`config.mk`:
```
export PLATFORM = sky130hd
export DESIGN_NAME = dtc_apb_splitter
export DESIGN_NICKNAME = d
export VERILOG_FILES = /design/src/rtl/dtc_apb_splitter.sv
export SDC_FILE = /design/constraint.sdc
export NUM_CORES = 1
export LEC_CHECK = 0
export BUFFER_PORTS_ARGS = -buffer_cell sky130_fd_sc_hd__buf_2
export CAP_MARGIN = 40
export CORE_AREA = 2 2 126 128
export CTS_CLUSTER_DIAMETER = 80
export CTS_CLUSTER_SIZE = 24
export DETAILED_ROUTE_END_ITERATION = 6
export DIE_AREA = 0 0 128 130
export GPL_ROUTABILITY_DRIVEN = 0
export PLACE_DENSITY = 0.77
export REMOVE_ABC_BUFFERS = 1
export SETUP_SLACK_MARGIN = 0.02
export SYNTH_ARGS = -nofsm -noshare
export SYNTH_HDL_FRONTEND = slang
export SYNTH_SLANG_ARGS = --single-unit
export TNS_END_PERCENT = 20
```
`constraint.sdc`:
```
create_clock -name pclk -period 4.9 [get_ports pclk]
set_input_delay 0.245 -clock pclk [delete_from_list [all_inputs] [get_ports pclk]]
set_output_delay 0.245 -clock pclk [all_outputs]
set_load 0.005 [all_outputs]
```
`src/rtl/dtc_apb_splitter.sv`:
```
// dtc_apb_splitter
//   Splits one upstream APB slave port across NUM_SLV downstream APB slaves.
//   Each slave owns an aligned window of SLV_STRIDE bytes starting at address 0.
//   Only one transfer is in flight: the upstream setup phase is latched in IDLE,
//   replayed downstream as SETUP/ACCESS, and answered upstream in a single RESP
//   cycle. Addresses past the last window are answered with a decode error.
//   A saturating 16-bit counter records every error response.
//
// Optional feature:
//   DTC_APB_TIMEOUT_EN - when defined, an ACCESS phase that has waited
//   TIMEOUT_CYC cycles is abandoned and answered with pslverr=1, prdata=0.
//   When undefined, ACCESS waits for the selected slave indefinitely.
//
// Ports:
//   pclk, prst                  clock, synchronous active-high reset
//   psel/penable/pwrite/paddr/pwdata   upstream APB request
//   pready/pslverr/prdata       upstream APB response (zero unless pready)
//   m_psel[NUM_SLV]             one-hot downstream select
//   m_penable/m_pwrite/m_paddr/m_pwdata   shared downstream request
//                               (m_paddr is the offset inside the window)
//   m_pready/m_pslverr/m_prdata per-slave downstream responses
//   err_clr, err_cnt            error counter clear / value
module dtc_apb_splitter #(
  parameter int APB_AWIDTH  = 32,
  parameter int APB_DWIDTH  = 32,
  parameter int NUM_SLV     = 4,
  parameter int SLV_STRIDE  = 32'h100,
  parameter int TIMEOUT_CYC = 16
) (
  input  logic                          pclk,
  input  logic                          prst,
  input  logic                          psel,
  input  logic                          penable,
  input  logic                          pwrite,
  input  logic [APB_AWIDTH-1:0]         paddr,
  input  logic [APB_DWIDTH-1:0]         pwdata,
  output logic                          pready,
  output logic                          pslverr,
  output logic [APB_DWIDTH-1:0]         prdata,
  output logic [NUM_SLV-1:0]            m_psel,
  output logic [APB_AWIDTH-1:0]         m_paddr,
  output logic                          m_penable,
  output logic                          m_pwrite,
  output logic [APB_DWIDTH-1:0]         m_pwdata,
  input  logic [NUM_SLV-1:0]            m_pready,
  input  logic [NUM_SLV-1:0]            m_pslverr,
  input  logic [NUM_SLV*APB_DWIDTH-1:0] m_prdata,
  input  logic                          err_clr,
  output logic [15:0]                   err_cnt
);

  localparam int SHIFT = $clog2(SLV_STRIDE);
  localparam int IDXW  = (NUM_SLV > 1) ? $clog2(NUM_SLV) : 1;
  localparam logic [APB_AWIDTH-1:0] OFF_MASK  = APB_AWIDTH'(SLV_STRIDE - 1);
  localparam logic [APB_AWIDTH-1:0] NUM_SLV_A = APB_AWIDTH'(NUM_SLV);

  typedef enum logic [1:0] {IDLE, SETUP, ACCESS, RESP} state_t;

  state_t                  state_q, state_d;
  logic [IDXW-1:0]         idx_q, idx_d;
  logic [APB_AWIDTH-1:0]   addr_q, addr_d;
  logic [APB_DWIDTH-1:0]   wdata_q, wdata_d;
  logic                    write_q, write_d;
  logic [APB_DWIDTH-1:0]   rdata_q, rdata_d;
  logic                    slverr_q, slverr_d;
  logic [15:0]             err_cnt_q, err_cnt_d;

  // Window number of the incoming address; anything at or above NUM_SLV
  // falls outside every slave window.
  logic [APB_AWIDTH-1:0]   addr_slot;
  logic                    dec_hit;
  assign addr_slot = paddr >> SHIFT;
  assign dec_hit   = (addr_slot < NUM_SLV_A);

  // Response of the selected slave only; the others are masked to zero so
  // their handshakes and data can never leak into the upstream response.
  logic [NUM_SLV-1:0]      slv_oh;
  logic [APB_DWIDTH-1:0]   rdata_masked [NUM_SLV];
  logic [APB_DWIDTH-1:0]   sel_rdata;
  logic                    sel_ready;
  logic                    sel_slverr;

  for (genvar gi = 0; gi < NUM_SLV; gi++) begin : g_slv
    assign slv_oh[gi]       = (idx_q == IDXW'(gi));
    assign rdata_masked[gi] = slv_oh[gi] ? m_prdata[gi*APB_DWIDTH +: APB_DWIDTH] : '0;
  end

  always_comb begin
    sel_rdata = '0;
    for (int i = 0; i < NUM_SLV; i++) begin
      sel_rdata = sel_rdata | rdata_masked[i];
    end
  end

  assign sel_ready  = |(m_pready & slv_oh);
  assign sel_slverr = |(m_pslverr & slv_oh);

`ifdef DTC_APB_TIMEOUT_EN
  localparam int TW = $clog2(TIMEOUT_CYC + 1);
  logic [TW-1:0] tmo_cnt_q, tmo_cnt_d;
`else
  logic unused_tmo;
  assign unused_tmo = (TIMEOUT_CYC > 1);
`endif

  always_comb begin
    state_d  = state_q;
    idx_d    = idx_q;
    addr_d   = addr_q;
    wdata_d  = wdata_q;
    write_d  = write_q;
    rdata_d  = rdata_q;
    slverr_d = slverr_q;
`ifdef DTC_APB_TIMEOUT_EN
    tmo_cnt_d = tmo_cnt_q;
`endif
    case (state_q)
      IDLE: begin
        if (psel && !penable) begin
          addr_d   = paddr & OFF_MASK;
          wdata_d  = pwdata;
          write_d  = pwrite;
          rdata_d  = '0;
          slverr_d = 1'b0;
          if (dec_hit) begin
            idx_d   = addr_slot[IDXW-1:0];
            state_d = SETUP;
          end else begin
            slverr_d = 1'b1;
            state_d  = RESP;
          end
        end
      end
      SETUP: begin
        state_d = ACCESS;
`ifdef DTC_APB_TIMEOUT_EN
        tmo_cnt_d = '0;
`endif
      end
      ACCESS: begin
        if (sel_ready) begin
          rdata_d  = write_q ? '0 : sel_rdata;
          slverr_d = sel_slverr;
          state_d  = RESP;
        end
`ifdef DTC_APB_TIMEOUT_EN
        // This is the TIMEOUT_CYC-th cycle without a ready: give up.
        else if (tmo_cnt_q == TW'(TIMEOUT_CYC - 1)) begin
          rdata_d  = '0;
          slverr_d = 1'b1;
          state_d  = RESP;
        end else begin
          tmo_cnt_d = tmo_cnt_q + TW'(1);
        end
`endif
      end
      RESP:    state_d = IDLE;
      default: state_d = IDLE;
    endcase
  end

  // Clear wins over a same-cycle error increment.
  always_comb begin
    err_cnt_d = err_cnt_q;
    if (err_clr) begin
      err_cnt_d = '0;
    end else if (state_q == RESP && slverr_q && err_cnt_q != 16'hFFFF) begin
      err_cnt_d = err_cnt_q + 16'd1;
    end
  end

  always_ff @(posedge pclk) begin
    if (prst) begin
      state_q   <= IDLE;
      idx_q     <= '0;
      addr_q    <= '0;
      wdata_q   <= '0;
      write_q   <= 1'b0;
      rdata_q   <= '0;
      slverr_q  <= 1'b0;
      err_cnt_q <= '0;
`ifdef DTC_APB_TIMEOUT_EN
      tmo_cnt_q <= '0;
`endif
    end else begin
      state_q   <= state_d;
      idx_q     <= idx_d;
      addr_q    <= addr_d;
      wdata_q   <= wdata_d;
      write_q   <= write_d;
      rdata_q   <= rdata_d;
      slverr_q  <= slverr_d;
      err_cnt_q <= err_cnt_d;
`ifdef DTC_APB_TIMEOUT_EN
      tmo_cnt_q <= tmo_cnt_d;
`endif
    end
  end

  // Downstream request is driven only while a slave is selected.
  logic xfer_sel;
  assign xfer_sel  = (state_q == SETUP) || (state_q == ACCESS);
  assign m_psel    = xfer_sel ? slv_oh : '0;
  assign m_penable = (state_q == ACCESS);
  assign m_paddr   = xfer_sel ? addr_q : '0;
  assign m_pwrite  = xfer_sel ? write_q : 1'b0;
  assign m_pwdata  = xfer_sel ? wdata_q : '0;

  assign pready  = (state_q == RESP);
  assign prdata  = pready ? rdata_q : '0;
  assign pslverr = pready ? slverr_q : 1'b0;
  assign err_cnt = err_cnt_q;

endmodule

```
==> results <==
- The detailed router placed 5475 vias in this run.
- Internal power comes to 1.51 mW.
- Measured along the y axis, the die boundary spans 130 um.
- The count of pins on the block boundary is 326.
- The path class of the lowest-slack min-delay path is input pin to flip-flop.
- The mean number of vias per cell is 4.97.
- The count of distinct cell types in the synthesized netlist is 45.
- In the routed design, unresolved DRC markers number 0.
- For this design the ratio of total power to cell area is 314 nW/um^2.
- The logic gate share of total power is 0.299.
- Of the total power, the clock network draws 0.319.
- The pin count of the biggest net entering global routing is 71.
- The mean cell area of the mapped netlist is 8.41 um^2.
- The hold violation count in the final report is 0.
- In this run the horizontal extent of the chip is 128 um.
- The H-tree level count is 3.
- The first global-routing pass estimated 24.9 mm of wire.
- The share of total power dissipated in sequential elements is 0.382.
- The number of buffers created by CTS is 9.
- The leakage power figure is 3.24 nW.
- The area of the core region is 15400 um^2.
- Across every metal layer, demand over resource in global routing totals 0.190.
- For the pin with the worst max-slew slack, the measured transition is 942 ps.
- Leaving out fill and tap cells, the most frequent cell in the layout is buf_2.
- In this run the tightest slew margin relative to its limit is 0.370.
- The flow ran to the end, and the final reports show no timing, DRC or antenna violations.
- Row generation in the floorplan step produced 46 rows.
- The post-CTS setup repair buffer count is 0.
- The net count of the finished layout is 1112.
- In this run the tool buffered the top-level ports with 301 buffer cells.
- The count of nets left with antenna violations once routing finished came out at 0.
- Clock tree synthesis selected as its root buffer the cell clkbuf_16.
- The maximum root-to-sink buffer count is 2.
- Summed over all layers, the routed wires come to 16.3 mm.
- The initial utilization of the core area, before any placement, comes to 0.342.
- The cell family contributing the most delay on the critical path is buffers and inverters.
- The number of setup violations in the final report is 0.
- The total iterations of the first detailed-routing run is 7.
- The clock latency on the worst-skew pair is 350 ps.
- Detailed placement finished with a half-perimeter wire length of 12.3 mm.
- The synthesized cell area is 5280 um^2.
- The synthesis-to-finish area growth is 35.8%.
- For this run, asynchronously set or reset flops after synthesis account for 0.
- Setup repair after global routing left no endpoint under its margin.
- The worst setup path is launched from a flip-flop.
- The slowest cell on the critical path is mux4_2.
- After synthesis the netlist holds a flip-flop and latch count of 94.
- In the finished design, the share of the clock period the worst path needs comes to 0.520.
- Max-cap violations in this run came to 0.
- The critical path in this run is classified as flip-flop to flip-flop.
- The final count of pins violating max slew is 0.
- Data on the critical path is required at its endpoint by 5170 ps.
- Counting I/O delays and the setup requirement, the final critical path takes 2550 ps.
- The peak clock frequency supported by timing is 392 MHz.
- The initial antenna violation count is 2.
- In this run, synthesis inferred 0 flip-flops with an integrated enable.
- For this design, the CTS-stage hold fixing added 0 buffers.
- Once the clock tree was built, the resizer swapped 0 gates to a different size.
- The gate count of the mapped netlist is 628.
- In this run the power spent charging and discharging nets is 745 uW.
- Of the total power, the share spent switching nets is 0.331.
- Data on the critical path arrives at its endpoint at 2820 ps.
- After routing, the total negative slack on setup checks comes to 0 ps.
- For this block, the initial DRC count from the detailed router was 326.
- The final setup skew is 7.95 ps.
- In the layout the commonest cells are 301 x buf_2, 135 x nand2_1, 92 x dfxtp_1, 84 x a21oi_1, 72 x and2_1.
- The number of global-route vias before repair is 4940.
- The critical path goes through buf_4 -> mux4_2 -> o22ai_4 -> buf_16 -> a21oi_1 -> a211oi_1.
- The number of warnings reported in the yosys synthesis log is 0.
- The worst hold slack is 121 ps.
- The ratio of cells with drive above 1 in the final layout is 0.409.
- The average routed wire per standard cell is 14.8 um.
- The largest fanout of any net on the critical path is 39.
- The die covers 16600 um^2.
- The number of buffers and inverters on the critical path is 2.
- On the worst path, the slowest cell contributes a delay of 660 ps.
- The share of the Yosys chip area taken by registers is 0.356.
- The category of the worst setup path capture point is a flip-flop.
- Across the VDD grid, the largest voltage drop is 0.000183 V.
- In the synthesized netlist the dominant register cell turns out to be dfxtp_1.
- The total number of clock tree sinks is 94.
- The TritonCTS clock tree is yes.
- The remaining global-route overflow is 0.
- The CTS clock-pin slew for the worst setup and hold paths is 70 ps.
[metrics by stage]
stage | setup slack, ps | area (um^2) | instances | power (mW) | utilization
finish | 2350 | 7180 | 1101 | 2.26 | 0.465
global placement | 2270 | 6820 | 1081 | 1.49 | 0.442
global route | 2130 | 7170 | 1099 | 2.39 | 0.465
floorplan | 1480 | 5000 | 580 | 1.20 | -
detailed placement | 2330 | 6870 | 1083 | 1.56 | 0.445
CTS | 2300 | 7170 | 1099 | 2.29 | 0.465
[power by group through the flow]
stage | clock network, mW | registers, mW | logic [mW]
after floorplan | 0 | 0.870 | 0.332
final | 0.718 | 0.862 | 0.674
after CTS | 0.741 | 0.863 | 0.684
after global placement | 0 | 0.877 | 0.613
after detailed placement | 0 | 0.880 | 0.682
after global routing | 0.767 | 0.870 | 0.753
[registers in the layout, indices dropped and copies added, names as in the netlist]
register and flops:
rdata_q 32, wdata_q 32, err_cnt 16, addr_q 8
idx_q 2, state_q 2, slverr_q 1, write_q 1
[per-layer routing]
metal	vias to the layer above	share of wire	GRT usage
met4	0	0.027	0.0840
met5	-	0	0
met2	254	0.52	0.336
met1	2504	0.39	0.223
li1	2692	-	-
met3	25	0.067	0.0394
[cells by family (layout without fill, tap and decap cells)]
| logic type | count (synthesis) | count (layout) | synth area share |
|---|---|---|---|
| AO/OA/AOI/OAI | 110 | 110 | 0.118 |
| multiplexers | 42 | 42 | 0.160 |
| buffers and inverters | 77 | 333 | 0.0748 |
| AND/OR/NAND/NOR | 300 | 300 | 0.280 |
| flip-flops | 94 | 94 | 0.356 |
| other | 1 | 26 | 0.000710 |
| adder cells (fa/ha/maj) | 4 | 4 | 0.00947 |
[cells in the mapped netlist, types with 3 or more instances]
cell type / number / share of area
nand2_1: 135 / 0.096
dfxtp_1: 94 / 0.36
a21oi_1: 84 / 0.080
and2_1: 72 / 0.085
nand3_1: 37 / 0.035
mux4_2: 34 / 0.14
clkbuf_1: 27 / 0.019
buf_4: 26 / 0.037
buf_1: 11 / 0.0078
nor2_1: 10 / 0.0071
mux2i_1: 8 / 0.015
buf_2: 7 / 0.0066
nor4_1: 7 / 0.0083
inv_1: 6 / 0.0043
and3_1: 5 / 0.0059
nand4_1: 5 / 0.0059
nor3_1: 5 / 0.0047
o21ai_0: 5 / 0.0047
or3_1: 5 / 0.0059
a31oi_1: 4 / 0.0047
ha_1: 4 / 0.0095
nand2b_1: 4 / 0.0047
a2111o_1: 3 / 0.0064
[worst reg2reg max path, delay by kind of cell (launching register included)]
family / cells / cell delay (ps)
AOI/OAI and AO/OA: 3 / 740
muxes: 1 / 660
buffers and inverters: 2 / 750
DFF: 1 / 310
[final timing paths]
kind              startpoint     endpoint  slack (ps)  cells past startpoint
hold reg to reg   rdata_q[6]   rdata_q[6]         450                      2
setup reg to reg    idx_q[0]     slverr_q        2350                      6
setup / recovery    idx_q[0]     slverr_q        2350                      6
hold / removal    pwdata[27]  wdata_q[27]         120                      3
[cell type report]
type / instances / area (um^2)
repair buffers: 311 / 1620
diodes: 2 / 5.00
clock buffers: 11 / 243
well taps: 192 / 240
flip-flops and latches: 94 / 1880
clock inverters: 5 / 57.6
multi-input cells: 480 / 3100
inverters: 6 / 22.5
fillers: 1526 / 8250
Power figures use the tool's default switching activity.
